<file path="config.mk">
export PLATFORM = sky130hd
export DESIGN_NAME = fetch_queue_unit
export DESIGN_NICKNAME = d
export VERILOG_FILES = /design/src/rtl/fetch_queue_unit.sv
export SDC_FILE = /design/constraint.sdc
export NUM_CORES = 1
export LEC_CHECK = 0
export ABC_AREA = 1
export ABC_CLOCK_PERIOD_IN_PS = 16300
export CAP_MARGIN = 20
export CORE_MARGIN = 3
export CORE_UTILIZATION = 50
export DETAILED_ROUTE_END_ITERATION = 12
export PLACE_DENSITY_LB_ADDON = 0.08
export SYNTH_ARGS = -nofsm -noshare
export SYNTH_HDL_FRONTEND = slang
export SYNTH_SLANG_ARGS = --single-unit
</file>
<file path="constraint.sdc">
create_clock -name clk -period 16.3 [get_ports clk]
set_input_delay 4.075 -clock clk [delete_from_list [all_inputs] [get_ports clk]]
set_output_delay 4.075 -clock clk [all_outputs]
set_load 0.01 [all_outputs]
</file>
<file path="src/rtl/fetch_queue_unit.sv">
// Fetch front end: owns the fetch PC, issues 1-cycle-latency instruction memory
// reads and buffers PC-tagged instructions in a DEPTH-entry queue toward decode.
module fetch_queue_unit #(
  parameter int DW = 32,
  parameter int AW = 32,
  parameter int DEPTH = 4,
  parameter logic [AW-1:0] RESET_PC = '0
) (
  input  logic                       clk,
  input  logic                       rst,
  output logic                       imem_req_o,
  output logic [AW-1:0]              imem_addr_o,
  input  logic [DW-1:0]              imem_rdata_i,
  input  logic                       redirect_i,
  input  logic [AW-1:0]              redirect_pc_i,
  output logic                       instr_valid_o,
  input  logic                       instr_ready_i,
  output logic [DW-1:0]              instr_o,
  output logic [AW-1:0]              instr_pc_o,
  output logic [$clog2(DEPTH):0]     count_o
);

  localparam int PW = $clog2(DEPTH);
  localparam int CW = PW + 1;

  logic [AW-1:0] fetch_pc_q, fetch_pc_d;
  logic [AW-1:0] req_pc_q, req_pc_d;
  logic          inflight_q, inflight_d;
  logic          drop_q, drop_d;
  logic [CW-1:0] count_q, count_d;
  logic [PW-1:0] rd_ptr_q, rd_ptr_d;
  logic [PW-1:0] wr_ptr_q, wr_ptr_d;
  logic [DW-1:0] instr_q, instr_d;
  logic [AW-1:0] ipc_q, ipc_d;

  logic [DW-1:0] data_mem_q [DEPTH];
  logic [AW-1:0] pc_mem_q [DEPTH];

  logic          pop;
  logic          push;
  logic          req;
  logic [CW:0]   occ;
  logic [CW-1:0] remain;

  // Occupancy counts the in-flight slot so the queue can never overflow.
  assign pop    = (count_q != '0) & instr_ready_i;
  assign occ    = {1'b0, count_q} + (CW+1)'(inflight_q) - (CW+1)'(pop);
  assign req    = ~rst & ~redirect_i & (occ < (CW+1)'(DEPTH));
  assign push   = inflight_q & ~drop_q & ~redirect_i;
  assign remain = count_q - CW'(pop);

  always_comb begin
    fetch_pc_d = fetch_pc_q;
    req_pc_d   = fetch_pc_q;
    inflight_d = req;
    drop_d     = redirect_i & inflight_q;
    count_d    = count_q + CW'(push) - CW'(pop);
    rd_ptr_d   = rd_ptr_q + PW'(pop);
    wr_ptr_d   = wr_ptr_q + PW'(push);
    instr_d    = instr_q;
    ipc_d      = ipc_q;

    if (redirect_i) begin
      fetch_pc_d = {redirect_pc_i[AW-1:2], 2'b00};
      count_d    = '0;
      rd_ptr_d   = '0;
      wr_ptr_d   = '0;
    end else begin
      if (req) begin
        fetch_pc_d = fetch_pc_q + AW'(4);
      end
      // Head register tracks the next head; it holds its value when the queue drains.
      if (remain == '0) begin
        if (push) begin
          instr_d = imem_rdata_i;
          ipc_d   = req_pc_q;
        end
      end else begin
        instr_d = data_mem_q[rd_ptr_d];
        ipc_d   = pc_mem_q[rd_ptr_d];
      end
    end
  end

  always_ff @(posedge clk) begin
    if (rst) begin
      fetch_pc_q <= RESET_PC;
      req_pc_q   <= '0;
      inflight_q <= 1'b0;
      drop_q     <= 1'b0;
      count_q    <= '0;
      rd_ptr_q   <= '0;
      wr_ptr_q   <= '0;
      instr_q    <= '0;
      ipc_q      <= '0;
    end else begin
      fetch_pc_q <= fetch_pc_d;
      req_pc_q   <= req_pc_d;
      inflight_q <= inflight_d;
      drop_q     <= drop_d;
      count_q    <= count_d;
      rd_ptr_q   <= rd_ptr_d;
      wr_ptr_q   <= wr_ptr_d;
      instr_q    <= instr_d;
      ipc_q      <= ipc_d;
    end
  end

  always_ff @(posedge clk) begin
    if (push) begin
      data_mem_q[wr_ptr_q] <= imem_rdata_i;
      pc_mem_q[wr_ptr_q]   <= req_pc_q;
    end
  end

  assign imem_req_o    = req;
  assign imem_addr_o   = fetch_pc_q;
  assign instr_valid_o = (count_q != '0);
  assign instr_o       = instr_q;
  assign instr_pc_o    = ipc_q;
  assign count_o       = count_q;

endmodule

</file>
## Yosys cells after proc, flatten, opt, wreduce, memory -nomap -nowiden

Memories as Yosys holds them, arrays and structs flattened.
Cells that the tools add are included.

| storage, ports and cells | value |
|---|---|
| register bits | 137 |
| bits in writable memories | 256 |
| bits of input ports | 68 |
| output and inout port bits | 101 |
| logic and storage cells | 44 |
| memories | 2 |

Memories:

| name | words | bits a word | read ports | clocked after memory_dff | wr ports | line | text |
|---|---|---|---|---|---|---|---|
| data_mem_q | 4 | 32 | 1 | 0 | 1 | 36 | `logic [DW-1:0] data_mem_q [DEPTH];` |
| pc_mem_q | 4 | 32 | 1 | 0 | 1 | 37 | `logic [AW-1:0] pc_mem_q [DEPTH];` |

| operators by class | value |
|---|---|
| add/subtract/negate cells | 8 |
| $lt $le $gt $ge | 1 |
| eq/ne operators | 1 |
| mux-type cells | 8 |
| bitwise gates (word level) | 9 |
| reduce and logical (&&, ||, !) cells | 5 |

Operators with widths:

| cell | count |
|---|---|
| 32-bit 2-to-1 mux | 6 |
| 32-bit by 3-bit adder with 32-bit output (second input constant) | 1 |
| 1-bit bitwise AND | 6 |
| 3-bit by 1-bit subtractor with 3-bit output | 2 |
| 2-bit by 1-bit adder with 2-bit output | 2 |
| 3-bit by 1-bit adder with 4-bit output | 1 |
| 4-bit by 3-bit less-than comparator with 1-bit output (second input constant) | 1 |
| 4-bit by 1-bit subtractor with 4-bit output | 1 |
| 3-bit by 1-bit adder with 3-bit output | 1 |
| 3-bit logical NOT | 1 |
| 1-bit NOT | 3 |
| 3-bit nonzero test | 1 |
| 1-bit 2-to-1 mux | 2 |
| 2-bit inequality test (second input constant) | 1 |
| 2-bit AND reduction | 1 |
| 2-bit nonzero test | 1 |
| 2-bit OR reduction | 1 |

## Depth between registers and ports, before layout

Gate-level depths: netlist (run 1).

| logic depth | value |
|---|---|
| word-level depth | 7 |
| depth in mapped cells | 15 |
| depth with buffers taken out | 14 |

## Worst setup path before layout (run 1)

No wires, ideal clock.

| timing path | value |
|---|---|
| kind | in2out |
| start | in instr_ready_i |
| end | out imem_req_o |
| data arrival time | 5.215 ns |
| required time | 12.225 ns |
| path slack | 7.010 ns |
| stages | 8 |
| path buffers | 0 |
| path through | and2_1 ha_1 inv_1 ha_1 nand3_1 a21o_1 nand3_1 nor2_1 |

| between the ends | value |
|---|---|
| longest elaborated chain between the ends | 4 |

Ends and longest elaborated chain:

| what | line | text |
|---|---|---|
| from (decl) | 17 | `input logic instr_ready_i,` |
| 1-bit bitwise AND | 46 | `assign pop = (count_q != '0) & instr_ready_i;` |
| 4-bit by 1-bit subtractor with 4-bit output | 47 | `assign occ = {1'b0, count_q} + (CW+1)'(inflight_q) - (CW+1)'(pop);` |
| 4-bit by 3-bit less-than comparator with 1-bit output | 48 | `assign req = ~rst & ~redirect_i & (occ < (CW+1)'(DEPTH));` |
| 1-bit bitwise AND | 48 |  |
| to (decl) | 11 | `output logic imem_req_o,` |

No other way between the ends.

## Final worst setup path (run 1)

Ends and elaborated chain as after synthesis.

==> flow_metrics.env, run 1 <==
export IMPL_status="complete, no violations"
export IMPL_path_class="input pin to output pin"
export IMPL_row_count=63
export IMPL_pwr_share_comb_pct=13.1
export IMPL_hp_class="flop to flop"
export IMPL_ctsRootBufferMaster="clkbuf_16"
export IMPL_synth_cell_type_count=34
export IMPL_die_h_um=181
export IMPL_p_switching_uw=566
export IMPL_drtAntennaViolNets=0
export IMPL_detail_route_wl_per_cell_um=17.6
export IMPL_final_common_cell="nand2_1"
export IMPL_grt_pass1_vias=11200
export IMPL_min_period_over_period_pct=64.6
export IMPL_area_growth_pct=20.6
export IMPL_p_int_uw=1730
export IMPL_drt_pass1_iter_count=6
export IMPL_worst_slew_pin_slew_ns=1.10
export IMPL_final_cell_mix="nand2_1, nand3_1, edfxtp_1"
export IMPL_postCtsHoldBufs=0
export IMPL_fmaxAchievable_mhz=94.9
export IMPL_synthArstFlopShare_pct=0
export IMPL_routed_wl_um=37200
export IMPL_drive_gt1_share_pct=5.75
export IMPL_synth_area_leader_cell="edfxtp_1"
export IMPL_final_max_slew_violation_count=0
export IMPL_cap_violations=0
export IMPL_cts_setup_buffers=0
export IMPL_whs_path_depth=0
export IMPL_required_ns=12.23
export IMPL_hold_path_end="pc_mem_q[3][23]"
export IMPL_power_switching_share_pct=24.6
export IMPL_r2r_setup_slack_ns=13.09
export IMPL_postSynthAreaPerCell_sq_um=9.86
export IMPL_synth_top_area_share_pct=48.4
export IMPL_synth_seq_cells=379
export IMPL_vdd_drop_max_uv=70.8
export IMPL_grt_max_degree=99
export IMPL_track_usage_pct=22.4
export IMPL_cts_resized=0
export IMPL_cts_htree_levels=2
export IMPL_dieArea_sq_um=32900
export IMPL_worstSetupStartpointType="input pin"
export IMPL_relSlewSlack_pct=26.5
export IMPL_seqPwrFrac_pct=47.8
export IMPL_hold_viol=0
export IMPL_worstHoldStart="req_pc_q[23]"
export IMPL_r2r_end="instr_pc_o[3]"
export IMPL_ys_warnings_count=0
export IMPL_initial_core_util_pct=51.3
export IMPL_drt_iter0_drc=836
export IMPL_clockBufferDepth=3
export IMPL_grt_antenna_before_repair=0
export IMPL_nNetsFinal=1767
export IMPL_reg2reg_depth=11
export IMPL_grt_overflow_total=0
export IMPL_viasPerCell=5.40
export IMPL_cp_max_fo=4
export IMPL_cts_sinks=379
export IMPL_cts_buffers=40
export IMPL_clkPwrFrac_pct=39.1
export IMPL_fill_cells=2491
export IMPL_path_clk_slew_ns=0.06
export IMPL_ys_top_cells_by_area="edfxtp_1, dfxtp_1, nand2_1, nand3_1, a31oi_1"
export IMPL_dieWidth_um=181
export IMPL_synth_edf_count=248
export IMPL_grt_setup_unrepaired="no"
export IMPL_powerDensity_nw_per_um2=124
export IMPL_port_buffers=162
export IMPL_coreArea_sq_um=30000
export IMPL_finalPower_uw=2300
export IMPL_skew_ns=0.00865
export IMPL_yosysSeqAreaShare_pct=65.5
export IMPL_cp_end_kind="output pin"
export IMPL_place_gp_congestion=0.847
export IMPL_drcViolationCount=0
export IMPL_setup_violations_final=0
export IMPL_clk_latency_ns=0.52
export IMPL_cts_tree="done"
export IMPL_placed_area_sq_um=17200
export IMPL_worstPathArrival_ns=6.46
export IMPL_grt_pass1_wl_um=59600
export IMPL_p_leak_uw=0.00682
export IMPL_vias=11400
export IMPL_r2r_start="count_o[1]"
export IMPL_final_util_pct=61.9
export IMPL_synth_flop_cell="edfxtp_1"
export IMPL_n_antenna_cell=0
export IMPL_min_period_ns=10.53
export IMPL_fin_setup_tns_ns=0
export IMPL_synth_cell_area_sq_um=15400
export IMPL_dp_hpwl_um=20300
export IMPL_final_area_sq_um=18500
export IMPL_ios=169
export IMPL_syn_inst=1559
-- cell families (layout without fill, tap and decap cells) --
family / after synthesis / after routing / synth area share [%]
AOI/OAI and AO/OA: 152 / 152 / 5.51
other: 1 / 4 / 0.0244
buffers and inverters: 156 / 315 / 4.43
and+or+nand+nor: 858 / 858 / 23.5
adders and majority gates: 10 / 10 / 0.863
xor gates and xnor gates: 3 / 3 / 0.220
DFF: 379 / 379 / 65.5
-- synth_stat cells (2+ instances only) --
cell,instances
o21ai_1,10
ha_1,9
clkbuf_1,49
buf_2,26
a31oi_1,62
nor3_1,5
nand4_1,2
inv_2,4
nand3_1,254
xnor2_1,2
nand2_1,502
edfxtp_1,248
buf_4,13
nor2_1,82
a21oi_1,5
and2_1,2
inv_1,57
a21o_1,2
o21ai_0,72
nand2_2,3
buf_6,2
buf_1,4
nor2_2,3
dfxtp_1,131
-- registers in the layout, indices dropped and copies added, names as in the netlist --
register	cells
instr_pc_o	30
wr_ptr_q	2
drop_q	1
count_o	3
instr_o	32
data_mem_q	128
imem_addr_o	30
inflight_q	1
pc_mem_q	120
rd_ptr_q	2
req_pc_q	30
-- per-layer routing --
layer | GRT usage (%) | up-vias | wire length [um]
met5 | 0 | - | 0
met3 | 3.99 | 51 | 2190
met2 | 36.8 | 360 | 17500
met4 | 5.82 | 0 | 590
li1 | - | 5590 | -
met1 | 31.0 | 5403 | 17000
-- critical path, cell delays in order --
cell             delay (ns)
clkdlybuf4s50_1        0.44
and2_1                 0.24
ha_1                   0.19
inv_1                  0.04
ha_1                   0.29
nand3_1                0.12
a21o_1                 0.12
nand3_1                0.11
nor2_1                 0.25
clkdlybuf4s50_1        0.59
-- cell type report --
class / count / area [sq um] / share of cell area, %
Clock buffer: 57 / 1160 / 6.23
Clock inverter: 17 / 165 / 0.891
Inverter: 62 / 236 / 1.28
Multi-Input combinational cell: 1027 / 4680 / 25.2
Sequential cell: 379 / 10100 / 54.3
Tap cell: 390 / 488 / 2.63
Timing Repair Buffer: 179 / 1750 / 9.43
-- power groups by stage --
stage,clock [uW],sequential (uW),combinational (uW)
2_1_floorplan,0,1130,155
3_3_place_gp,0,1120,301
3_5_place_dp,0,1120,304
4_1_cts,916,1100,305
5_1_grt,955,1110,333
6_report,899,1100,302
-- worst max-delay path by stage --
| stage | startpoint | endpoint | slack (ns) | cells after the start |
|---|---|---|---|---|
| global route | instr_ready_i | imem_req_o | 5.60 | 10 |
| floorplan | instr_ready_i | imem_req_o | 7.01 | 8 |
| global placement | instr_ready_i | imem_req_o | 5.75 | 10 |
| detailed placement | instr_ready_i | imem_req_o | 5.70 | 10 |
| finish | instr_ready_i | imem_req_o | 5.77 | 10 |
| CTS | instr_ready_i | imem_req_o | 5.69 | 10 |
-- metrics by stage --
stage | hold WS (ns) | setup WS [ns] | std cells
after CTS | 0.497 | 5.69 | 2111
after global routing | 0.513 | 5.60 | 2111
after detailed placement | 0.486 | 5.70 | 2037
after floorplan | 0.460 | 7.01 | 1562
after global placement | 0.480 | 5.75 | 2037
final | 0.494 | 5.77 | 2111
No activity file was read; power rests on OpenSTA's default activity.
==> run 2: changes to the inputs <==
- ABC_CLOCK_PERIOD_IN_PS: 16300 -> 8900
- clock period: 16.3 -> 8.9 ns (I/O delays scaled with it)
==> flow_metrics.env, run 2 (same netlist as run 1, synthesis figures left out) <==
export IMPL_setup_violations_final=0
export IMPL_status="complete, no violations"
export IMPL_min_period_over_period_pct=77.3
export IMPL_fin_cells=2109
export IMPL_final_max_slew_violation_count=0
export IMPL_cp_end_kind="output pin"
export IMPL_final_cell_mix="nand2_1, nand3_1, edfxtp_1"
export IMPL_place_gp_congestion=0.837
export IMPL_pre_cts_ws_ns=1.97
export IMPL_hold_slack_ns=0.500
export IMPL_ios=169
export IMPL_cts_buffers=39
export IMPL_grt_pass1_vias=10900
export IMPL_fmaxAchievable_mhz=145
export IMPL_cap_violations=0
export IMPL_clk_latency_ns=0.51
export IMPL_cts_setup_buffers=0
export IMPL_postCtsHoldBufs=0
export IMPL_largest_register_ffs=128
export IMPL_port_buffers=162
export IMPL_fin_ws_ns=2.02
export IMPL_vias=11400
export IMPL_worstSetupStartpointType="input pin"
export IMPL_ctsRootBufferMaster="clkbuf_16"
export IMPL_grt_max_degree=93
export IMPL_cts_sinks=379
export IMPL_hold_viol=0
export IMPL_top_register="data_mem_q"
export IMPL_cp_max_fo=4
export IMPL_final_common_cell="nand2_1"
export IMPL_nNetsFinal=1767
export IMPL_drtAntennaViolNets=0
export IMPL_timing_critical_path_buf_inv=3
export IMPL_dieArea_sq_um=32900
export IMPL_grt_setup_unrepaired="no"
export IMPL_cts_tree="done"
export IMPL_routed_wl_um=37200
export IMPL_area_growth_pct=20.5
export IMPL_cts_htree_levels=2
export IMPL_hp_class="flop to flop"
export IMPL_n_antenna_cell=0
export IMPL_dieWidth_um=181
export IMPL_grt_overflow_total=0
export IMPL_grt_antenna_before_repair=0
export IMPL_drive_gt1_share_pct=5.47
export IMPL_worstPathArrival_ns=4.66
export IMPL_initial_core_util_pct=51.3
export IMPL_worst_path_largest_cell_delay_ns=0.59
export IMPL_drcViolationCount=0
export IMPL_grt_pass1_wl_um=59100
export IMPL_final_util_pct=61.8
export IMPL_path_clk_slew_ns=0.06
export IMPL_path_class="input pin to output pin"
export IMPL_track_usage_pct=22.3
export IMPL_p_leak_uw=0.00679
export IMPL_detail_route_wl_per_cell_um=17.6
export IMPL_min_period_ns=6.88
export IMPL_worst_slew_pin_slew_ns=1.06
export IMPL_vdd_drop_max_uv=102
export IMPL_crit_path_cell_trace="clkdlybuf4s50_1 > and2_1 > ha_1 > inv_1 > ha_1 > nand3_1 > a21o_1 > nand3_1 > nor2_1 > clkdlybuf4s50_1"
export IMPL_drt_pass1_iter_count=5
export IMPL_dp_cells=2036
export IMPL_powerDensity_nw_per_um2=226
export IMPL_crit_slowest_cell="clkdlybuf4s50_1"
export IMPL_cts_resized=0
export IMPL_clockBufferDepth=3
export IMPL_cp_top_family="buffers and inverters"
export IMPL_fin_setup_tns_ns=0
export IMPL_required_ns=6.68
export IMPL_drt_iter0_drc=854
export IMPL_relSlewSlack_pct=29.6
export IMPL_row_count=63
export IMPL_viasPerCell=5.39
export IMPL_skew_ns=0.0156
export IMPL_die_h_um=181
export IMPL_coreArea_sq_um=30000
export IMPL_dp_hpwl_um=20300
-- run 2: cell count changes in the layout (fill, tap and decap cells not counted) --
cell,previous run,this run
clkinvlp_4,0,2
buf_4,17,16
clkinv_2,7,4
inv_2,3,4
clkinv_4,1,0
clkbuf_1,9,12
clkbuf_8,7,4
inv_6,2,0
buf_16,0,1
buf_6,0,1
-- run 2: final timing paths --
path	start	endpoint	slack [ns]	depth (start not counted)
worst max-delay path	instr_ready_i	imem_req_o	2.02	10
worst min-delay path	req_pc_q[16]	pc_mem_q[0][16]	0.50	0
worst max register to register	count_o[1]	instr_pc_o[12]	5.05	12
worst min register to register	req_pc_q[16]	pc_mem_q[0][16]	0.50	0
-- run 2: power by group --
part / leakage [uW] / internal [uW] / switching, uW
registers: 0.00334 / 1960 / 57.0
logic: 0.00284 / 227 / 328
clock network: 0.000614 / 965 / 643
-- run 2: area by class of cell --
type | instances | area, sq um
clock buffers | 57 | 1130
clock inverters | 14 | 144
fillers | 2494 | 11400
inverters | 62 | 235
multi-input cells | 1027 | 4680
flip-flops and latches | 379 | 10100
well taps | 390 | 488
repair buffers | 180 | 1780
-- run 2: routing by layer --
layer,vias up,routed length (um),global-route usage (%)
li1,5594,-,-
met1,5341,17100,31.7
met2,382,16900,35.6
met3,58,2440,3.87
met4,0,845,6.37
met5,-,0,0
-- run 2: through the flow --
stage,total power [uW],instance area [sq um]
after floorplan,2350,15400
after global placement,2600,17200
after detailed placement,2610,17200
after CTS,4210,18500
after global routing,4340,18500
final,4180,18500
==> run 3: changes to the inputs <==
- ABC_CLOCK_PERIOD_IN_PS: 8900 -> 6100
- clock period: 8.9 -> 6.1 ns (I/O delays scaled with it)
==> flow_metrics.env, run 3 (same netlist as run 1, synthesis figures left out) <==
export IMPL_initial_core_util_pct=51.3
export IMPL_hold_path_end="drop_q"
export IMPL_status="complete, no violations"
export IMPL_final_cell_mix="nand2_1, nand3_1, edfxtp_1"
export IMPL_drt_iter0_drc=847
export IMPL_fmaxAchievable_mhz=183
export IMPL_drtAntennaViolNets=0
export IMPL_r2r_start="count_o[1]"
export IMPL_min_period_over_period_pct=89.4
export IMPL_vdd_drop_max_uv=171
export IMPL_path_class="input pin to output pin"
export IMPL_grt_antenna_before_repair=0
export IMPL_viasPerCell=5.37
export IMPL_cts_resized=0
export IMPL_power_switching_share_pct=24.5
export IMPL_fill_cells=2455
export IMPL_crit_path_cell_trace="clkdlybuf4s50_1 > and2_1 > ha_1 > inv_1 > ha_1 > nand3_1 > a21o_1 > nand3_1 > nor2_1 > clkdlybuf4s50_1"
export IMPL_cap_violations=0
export IMPL_hp_class="flop to flop"
export IMPL_nNetsFinal=1771
export IMPL_dieWidth_um=181
export IMPL_area_growth_pct=20.8
export IMPL_largest_register_ffs=128
export IMPL_cp_end_kind="output pin"
export IMPL_min_period_ns=5.46
export IMPL_timing_critical_path_buf_inv=3
export IMPL_crit_slowest_cell="clkdlybuf4s50_1"
export IMPL_top_register="data_mem_q"
export IMPL_cts_tree="done"
export IMPL_drive_gt1_share_pct=5.86
export IMPL_seqPwrFrac_pct=48.1
export IMPL_detail_route_wl_per_cell_um=17.6
export IMPL_cts_htree_levels=2
export IMPL_grt_max_degree=92
export IMPL_port_buffers=162
export IMPL_p_leak_uw=0.00682
export IMPL_final_common_cell="nand2_1"
export IMPL_worst_path_largest_cell_delay_ns=0.60
export IMPL_cp_top_family="buffers and inverters"
export IMPL_cts_setup_buffers=0
export IMPL_relSlewSlack_pct=30.7
export IMPL_whs_path_depth=2
export IMPL_p_switching_uw=1500
export IMPL_drcViolationCount=0
export IMPL_dp_cells=2041
export IMPL_track_usage_pct=22.3
export IMPL_fin_ws_ns=0.645
export IMPL_pre_cts_ws_ns=0.631
export IMPL_reg2reg_depth=14
export IMPL_n_antenna_cell=0
export IMPL_worstSetupStartpointType="input pin"
export IMPL_final_max_slew_violation_count=0
export IMPL_skew_ns=0.0136
export IMPL_fin_cells=2113
export IMPL_clkPwrFrac_pct=38.5
export IMPL_place_gp_congestion=0.843
export IMPL_row_count=63
export IMPL_pwr_share_comb_pct=13.4
export IMPL_hold_viol=0
export IMPL_r2r_setup_slack_ns=3.10
export IMPL_grt_setup_unrepaired="no"
export IMPL_postCtsHoldBufs=0
export IMPL_setup_violations_final=0
export IMPL_worstHoldStart="inflight_q"
export IMPL_cts_buffers=40
export IMPL_dp_hpwl_um=20800
export IMPL_dieArea_sq_um=32900
export IMPL_worstPathArrival_ns=3.93
export IMPL_p_int_uw=4610
export IMPL_die_h_um=181
export IMPL_grt_overflow_total=0
export IMPL_grt_pass1_wl_um=59300
export IMPL_clk_latency_ns=0.51
export IMPL_worst_slew_pin_slew_ns=1.04
export IMPL_drt_pass1_iter_count=7
export IMPL_coreArea_sq_um=30000
export IMPL_powerDensity_nw_per_um2=329
export IMPL_r2r_end="imem_addr_o[24]"
export IMPL_path_clk_slew_ns=0.05
export IMPL_grt_pass1_vias=11000
export IMPL_routed_wl_um=37100
export IMPL_vias=11400
export IMPL_ctsRootBufferMaster="clkbuf_16"
export IMPL_required_ns=4.58
export IMPL_cts_sinks=379
export IMPL_clockBufferDepth=3
export IMPL_ios=169
export IMPL_cp_max_fo=4
## run 3: cell types whose count changed in the layout (fill, tap and decap cells not counted)
cell        previous run  this run
buf_4                 16        19
buf_6                  1         0
clkinv_4               0         2
clkinvlp_4             2         1
buf_12                 0         2
clkbuf_1              12         8
clkbuf_8               4         5
clkinv_1               5         6
clkinv_2               4         6
buf_16                 1         0
## run 3: final cells by class
| type | count | area, sq um | share of cell area, % |
|---|---|---|---|
| repair buffers | 183 | 1800 | 9.72 |
| well taps | 390 | 488 | 2.63 |
| inverters | 62 | 235 | 1.27 |
| multi-input cells | 1027 | 4680 | 25.2 |
| clock buffers | 54 | 1120 | 6.06 |
| flip-flops and latches | 379 | 10100 | 54.2 |
| clock inverters | 18 | 168 | 0.903 |
## run 3: layer usage
layer	part of all wire (%)	global-route usage, %	up-vias
met5	0	0	-
met4	1.6	5.39	0
li1	-	-	5607
met3	6.3	3.68	46
met2	47	36.1	356
met1	45	31.8	5347
## run 3: power by group through the flow
stage / clock, uW / combinational [uW] / sequential (uW)
2_1_floorplan: 0 / 414 / 3010
3_3_place_gp: 0 / 810 / 2990
3_5_place_dp: 0 / 821 / 2990
4_1_cts: 2400 / 824 / 2940
5_1_grt: 2520 / 901 / 2950
6_report: 2350 / 816 / 2940
## run 3: through the flow
step	total power, uW	hold slack [ns]	setup TNS, ns	cell area (sq um)	util, %
global placement	3800	0.479	0	17300	57.7
finish	6110	0.497	0	18600	62.0
floorplan	3430	0.460	-158.24	15400	-
CTS	6170	0.496	0	18600	62.0
detailed placement	3810	0.482	0	17300	57.7
global route	6370	0.515	0	18600	62.0
## run 3: worst max path at each step
stage,start,endpoint,slack (ns),cells after the start
global route,instr_ready_i,imem_req_o,0.52,11
global placement,instr_ready_i,imem_req_o,0.65,10
floorplan,redirect_i,data_mem_q[0][0],-0.64,4
finish,instr_ready_i,imem_req_o,0.64,10
detailed placement,instr_ready_i,imem_req_o,0.63,10
CTS,instr_ready_i,imem_req_o,0.62,10
## run 3: worst register-to-register path: cells and delay by family (launching register included)
family	cells	cell delay, ns
compound gates	2	0.76
fa+ha+maj	2	0.47
buf+inv	4	0.54
flops	1	0.39
simple gates	6	0.73
